--- config.mk ---
export PLATFORM = sky130hd
export DESIGN_NAME = rd_sched_arb
export DESIGN_NICKNAME = d
export VERILOG_FILES = /design/src/rtl/rd_sched_arb.sv
export SDC_FILE = /design/constraint.sdc
export NUM_CORES = 1
export LEC_CHECK = 0
export CORE_MARGIN = 2
export CORE_UTILIZATION = 25
export CTS_CLUSTER_DIAMETER = 200
export DETAILED_ROUTE_END_ITERATION = 8
export PLACE_DENSITY = 0.58
export SLEW_MARGIN = 15
export SYNTH_ARGS = -nofsm -noshare
export SYNTH_HDL_FRONTEND = slang
export SYNTH_SLANG_ARGS = --single-unit
export TNS_END_PERCENT = 50
--- constraint.sdc ---
create_clock -name sys_clk -period 6 [get_ports sys_clk]
set_input_delay 1.2 -clock sys_clk [delete_from_list [all_inputs] [get_ports sys_clk]]
set_output_delay 1.2 -clock sys_clk [all_outputs]
set_load 0.005 [all_outputs]
--- src/rtl/rd_sched_arb.sv ---
// rd_sched_arb: round-robin scheduler that lends the single read/parity stage to one port per packet.
// Latency: request -> grant 1 cycle; granted beat -> rd_* 1 cycle; at least 2 grant-free cycles after eop.
// Backpressure: no stall on the output; ports hold por_req until granted, a grant with no sop is revoked after TIMEOUT cycles.
// Ports: sys_clk/sys_rst_n clock and async active-low reset; por_req/por_gnt per-port request and one-hot grant;
//        por_rd_sop/eop/vld/data per-port read streams; rd_sop/eop/vld/data registered muxed stream;
//        gnt_id current/last granted port; busy FSM not idle; timeout_err one-cycle pulse on sop timeout.
module rd_sched_arb #(
   parameter int PORT_NUM = 4,
   parameter int DATA_W   = 8,
   parameter int ID_W     = $clog2(PORT_NUM),
   parameter int TIMEOUT  = 16
) (
   input  logic                       sys_clk,
   input  logic                       sys_rst_n,
   input  logic [PORT_NUM-1:0]        por_req,
   output logic [PORT_NUM-1:0]        por_gnt,
   input  logic [PORT_NUM-1:0]        por_rd_sop,
   input  logic [PORT_NUM-1:0]        por_rd_eop,
   input  logic [PORT_NUM-1:0]        por_rd_vld,
   input  logic [PORT_NUM*DATA_W-1:0] por_rd_data,
   output logic                       rd_sop,
   output logic                       rd_eop,
   output logic                       rd_vld,
   output logic [DATA_W-1:0]          rd_data,
   output logic [ID_W-1:0]            gnt_id,
   output logic                       busy,
   output logic                       timeout_err
);

   localparam int CNT_W = $clog2(TIMEOUT);

   typedef enum logic [1:0] {IDLE, WAIT_SOP, XFER, GAP} state_t;

   state_t              state, state_nxt;
   logic [ID_W-1:0]     last_id, last_id_nxt;
   logic [ID_W-1:0]     gnt_id_nxt;
   logic [CNT_W-1:0]    cnt, cnt_nxt;
   logic [PORT_NUM-1:0] por_gnt_nxt;
   logic                rd_sop_nxt, rd_eop_nxt, rd_vld_nxt, timeout_err_nxt;
   logic [DATA_W-1:0]   rd_data_nxt;

   // Round-robin pick: first requester after last_id, wrapping modulo PORT_NUM.
   logic [ID_W-1:0]     win_id;
   logic [ID_W-1:0]     rr_idx;
   logic                found;

   always_comb begin
      win_id = '0;
      found  = 1'b0;
      rr_idx = '0;
      for (int i = 1; i <= PORT_NUM; i++) begin
         rr_idx = ID_W'((int'(last_id) + i) % PORT_NUM);
         if (!found && por_req[rr_idx]) begin
            found  = 1'b1;
            win_id = rr_idx;
         end
      end
   end

   // Only the granted port's stream is looked at; everything else is ignored.
   logic [DATA_W-1:0] data_arr [PORT_NUM];
   logic              g_sop, g_eop, g_vld;
   logic [DATA_W-1:0] g_data;

   always_comb begin
      for (int i = 0; i < PORT_NUM; i++) begin
         data_arr[i] = por_rd_data[i*DATA_W +: DATA_W];
      end
   end

   assign g_sop  = por_rd_sop[gnt_id];
   assign g_eop  = por_rd_eop[gnt_id];
   assign g_vld  = por_rd_vld[gnt_id];
   assign g_data = data_arr[gnt_id];

   assign busy = (state != IDLE);

   always_comb begin
      state_nxt       = state;
      last_id_nxt     = last_id;
      gnt_id_nxt      = gnt_id;
      cnt_nxt         = cnt;
      por_gnt_nxt     = por_gnt;
      rd_sop_nxt      = 1'b0;
      rd_eop_nxt      = 1'b0;
      rd_vld_nxt      = 1'b0;
      rd_data_nxt     = rd_data;
      timeout_err_nxt = 1'b0;
      case (state)
         IDLE: begin
            if (found) begin
               state_nxt   = WAIT_SOP;
               por_gnt_nxt = PORT_NUM'(1) << win_id;
               gnt_id_nxt  = win_id;
               last_id_nxt = win_id;
               cnt_nxt     = '0;
            end
         end
         WAIT_SOP: begin
            if (g_vld && g_sop) begin
               rd_vld_nxt  = 1'b1;
               rd_sop_nxt  = 1'b1;
               rd_eop_nxt  = g_eop;
               rd_data_nxt = g_data;
               if (g_eop) begin
                  // single-beat packet: straight to the gap cycle
                  state_nxt   = GAP;
                  por_gnt_nxt = '0;
               end else begin
                  state_nxt = XFER;
               end
            end else if (cnt == CNT_W'(TIMEOUT-1)) begin
               // grant has now been held TIMEOUT cycles with no sop
               timeout_err_nxt = 1'b1;
               por_gnt_nxt     = '0;
               state_nxt       = GAP;
            end else begin
               // beats without sop are dropped here, not forwarded
               cnt_nxt = cnt + CNT_W'(1);
            end
         end
         XFER: begin
            if (g_vld) begin
               // a repeated sop mid-packet passes through unchanged
               rd_vld_nxt  = 1'b1;
               rd_sop_nxt  = g_sop;
               rd_eop_nxt  = g_eop;
               rd_data_nxt = g_data;
               if (g_eop) begin
                  state_nxt   = GAP;
                  por_gnt_nxt = '0;
               end
            end
         end
         GAP: begin
            state_nxt   = IDLE;
            por_gnt_nxt = '0;
         end
         default: begin
            state_nxt   = IDLE;
            por_gnt_nxt = '0;
         end
      endcase
   end

   always_ff @(posedge sys_clk or negedge sys_rst_n) begin
      if (!sys_rst_n) begin
         state       <= IDLE;
         last_id     <= ID_W'(PORT_NUM-1);
         gnt_id      <= '0;
         cnt         <= '0;
         por_gnt     <= '0;
         rd_sop      <= 1'b0;
         rd_eop      <= 1'b0;
         rd_vld      <= 1'b0;
         rd_data     <= '0;
         timeout_err <= 1'b0;
      end else begin
         state       <= state_nxt;
         last_id     <= last_id_nxt;
         gnt_id      <= gnt_id_nxt;
         cnt         <= cnt_nxt;
         por_gnt     <= por_gnt_nxt;
         rd_sop      <= rd_sop_nxt;
         rd_eop      <= rd_eop_nxt;
         rd_vld      <= rd_vld_nxt;
         rd_data     <= rd_data_nxt;
         timeout_err <= timeout_err_nxt;
      end
   end

endmodule
==> impl_metrics.sql <==
INSERT INTO impl_metrics (metric_group, metric, value, unit) VALUES
('critical_path', 'timing.reg2reg.worst_path_depth', '5', ''),
('floorplanning', 'row_count', '28', ''),
('clocking', 'clockRootBuffer', 'sky130_fd_sc_hd__clkbuf_8', ''),
('sta', 'final-hold-violation-count', '0', ''),
('logic_synthesis', 'postSynthAreaPerCell', '11.74', 'µm²'),
('min_path', 'hold_class', 'reg -> reg', ''),
('final_layout', 'finish.net_count', '255', ''),
('power_and_ir_drop', 'maximum_resistive_drop_on_vdd', '176.6', 'µV'),
('place', 'dpl.hpwl', '3001', 'µm'),
('sta', 'clock.fmax', '0.3350', 'GHz'),
('floorplanning', 'chipHeight', '82.43', 'µm'),
('floorplanning', 'core-area', '5921', 'µm²'),
('job', 'max_cap_viol_count', '0', ''),
('detailed_routing', 'route.antenna.remaining_nets', '0', ''),
('grt', 'grt_max_degree', '27', ''),
('logic_synthesis', 'synth_cell_types', '41', ''),
('logic_synthesis', 'async_reset_ff_share', '100.0', '%'),
('logic_synthesis', 'ys_top_cells_by_area', 'sky130_fd_sc_hd__dfrtp_1, sky130_fd_sc_hd__mux4_2, sky130_fd_sc_hd__mux2_2', ''),
('critical_path', 'worst_path_most_repeated_cell', 'sky130_fd_sc_hd__o21ai_1', ''),
('grt', 'global_router_s_overall_resource_usage', '11.34', '%'),
('clocking', 'tritoncts.num_buffers', '3', ''),
('logic_synthesis', 'mappedNetlistArea', '1538', 'µm²'),
('sta', 'setup_tns', '0', 'ns'),
('grt', 'grt_overflow', '0', ''),
('sta', 'fin_crit', '2.985', 'ns'),
('clocking', 'clock_latency', '0.27', 'ns'),
('detailed_routing', 'detail_route.first_pass.iterations', '4', ''),
('logic_synthesis', 'post_synth_most_frequent_cells', 'sky130_fd_sc_hd__dfrtp_1, sky130_fd_sc_hd__mux4_2, sky130_fd_sc_hd__nand2_1', ''),
('critical_path', 'cp-end-kind', 'flip-flop', ''),
('floorplanning', 'design.die.area', '6794', 'µm²'),
('logic_synthesis', 'mappedNetlistNets', '185', ''),
('critical_path', 'timing.critical_path.cells', 'clkdlybuf4s50_1 -> mux4_2 -> a211oi_4 -> o21ai_1 -> o21ai_0 -> o21ai_1', ''),
('final_layout', 'post_route_cells_drive_above_1_share', '14.50', '%'),
('clocking', 'cts_htree_levels', '1', ''),
('sta', 'maxSlewHeadroom', '47.56', '%'),
('floorplanning', 'initial_utilization', '25.97', '%'),
('critical_path', 'critPathLaunchType', 'input port', ''),
('clocking', 'clock_tree_from_tritoncts', 'built', ''),
('sta', 'worst_clock_skew', '0.008300', 'ns'),
('floorplanning', 'ios', '69', ''),
('sta', 'setup_viol_count_final', '0', ''),
('detailed_routing', 'drt_iter0_markers', '81', ''),
('logic_synthesis', 'number_of_synthesized_flops_with_an_enable_pin', '0', ''),
('logic_synthesis', 'yosysMostFrequentCell', 'sky130_fd_sc_hd__dfrtp_1', ''),
('critical_path', 'arrival', '3.14', 'ns'),
('clocking', 'cts_resized', '0', ''),
('min_path', 'hold_depth', '1', ''),
('critical_path', 'crit_path_max_incr_delay', '0.59', 'ns'),
('place', 'placement.io_buffers', '68', ''),
('sta', 'max_slew_violations', '0', ''),
('logic_synthesis', 'synth_seq_area_share', '42.47', '%'),
('detailed_routing', 'routed_wire_length_per_instance', '13.89', 'µm'),
('floorplanning', 'fp.dieW', '82.43', 'µm'),
('clocking', 'cts.hold.buffers_added', '0', ''),
('clocking', 'clock-sinks', '26', ''),
('sta', 'worst_hold_slack', '0.4963', 'ns'),
('power_and_ir_drop', 'p_leak', '0.9294', 'nW'),
('grt', 'grt_pass1_vias', '1198', ''),
('critical_path', 'worst_ep_required_time', '6.16', 'ns'),
('final_layout', 'area_growth_syn_to_layout', '52.07', '%'),
('logic_synthesis', 'syn_inst', '131', ''),
('power_and_ir_drop', 'p_per_area', '433.5', 'nW/µm²'),
('logic_synthesis', 'ys_ff_latch', '26', ''),
('sta', 'unrepaired_setup_endpoints_after_global_routing', 'no', ''),
('outcome', 'run_status', 'completed', ''),
('detailed_routing', 'viasPerCell', '4.840', ''),
('clocking', 'clkTransAtPathRegs', '0.09', 'ns'),
('detailed_routing', 'remaining_drc_errors', '0', ''),
('detailed_routing', 'route.final.wire_length', '3820', 'µm'),
('logic_synthesis', 'synthDominantCellAreaShare', '39.06', '%'),
('logic_synthesis', 'synthesis.yosys.warnings', '0', '');
worst max-delay path, delay by kind of cell:
family	cells	cell delay, ns
buf+inv	1	0.40
compound gates	4	0.95
mux	1	0.59
through the flow:
step	cells	worst slack, ns	total power [W]	utilization, %	area, µm²
2_1_floorplan	131	3.345	0.0006976	-	1538
3_3_place_gp	271	2.741	0.0009215	38.74	2293
3_5_place_dp	271	2.744	0.0009202	38.74	2293
4_1_cts	275	2.952	0.001027	39.50	2338
5_1_grt	275	2.881	0.001100	39.50	2338
6_report	275	3.015	0.001014	39.50	2338
layout by cell type (no fill, tap or decap), drive strengths merged, types with 2 or more instances in the layout:
| master | count |
|---|---|
| clkdlybuf4s50 | 68 |
| dfrtp | 24 |
| nand2 | 12 |
| mux4 | 11 |
| o21ai | 11 |
| mux2 | 9 |
| nor2 | 7 |
| inv | 6 |
| a21oi | 5 |
| ha | 4 |
| clkbuf | 4 |
| nand4 | 3 |
| nand2b | 2 |
| o211ai | 2 |
| o21a | 2 |
| and3 | 2 |
| a31oi | 2 |
| nor2b | 2 |
| nand3 | 2 |
| a21o | 2 |
| a22o | 2 |
| dfstp | 2 |
| a211oi | 2 |
report_power, final:
| part | leakage (nW) | switching (W) | total, W | internal (W) |
|---|---|---|---|---|
| Clock | 0.0228 | 0.0000544 | 0.000102 | 0.0000476 |
| Combinational | 0.582 | 0.000239 | 0.000569 | 0.000329 |
| Sequential | 0.324 | 0.0000858 | 0.000343 | 0.000257 |
routing by layer:
metal | wire (µm) | vias to the layer above | GRT usage, %
li1 | - | 638 | -
met1 | 1678 | 651 | 15.51
met2 | 1940 | 37 | 18.06
met3 | 152 | 5 | 2.283
met4 | 49 | 0 | 3.500
met5 | 0 | - | 0
flip-flops by register name, indices dropped and copies added, names as in the netlist:
register and count:
rd_data 8, cnt 4, por_gnt 4, gnt_id 2, last_id 2, state 2, rd_eop 1, rd_sop 1
rd_vld 1, timeout_err 1
logic make-up (layout without fill, tap and decap cells):
| logic type | count (synthesis) | after routing | synth area share [%] |
|---|---|---|---|
| simple gates | 33 | 33 | 10.42 |
| fa+ha+maj | 4 | 4 | 3.255 |
| buf+inv | 10 | 79 | 3.173 |
| flops | 26 | 26 | 42.47 |
| compound gates | 37 | 37 | 17.33 |
| mux | 21 | 21 | 23.35 |
final timing paths:
path                       slack [ns]          start          to
min in group asynchronous        1.29      sys_rst_n  por_gnt[1]
setup reg to reg                 3.35      gnt_id[0]      cnt[2]
hold / removal                   0.50         cnt[3]      cnt[3]
hold reg to reg                  0.50         cnt[3]      cnt[3]
max in group asynchronous        4.41      sys_rst_n  last_id[1]
setup / recovery                 3.01  por_rd_sop[2]      cnt[2]
layout make-up:
| type | instances | area [µm²] |
|---|---|---|
| sequential | 26 | 653.1 |
| clock buffer | 4 | 45.04 |
| fill | 581 | 3582 |
| multi-input combinational | 95 | 835.8 |
| timing repair buffer | 69 | 688.2 |
| inverter | 6 | 22.52 |
| tap | 75 | 93.84 |
Power figures use the tool's default switching activity.
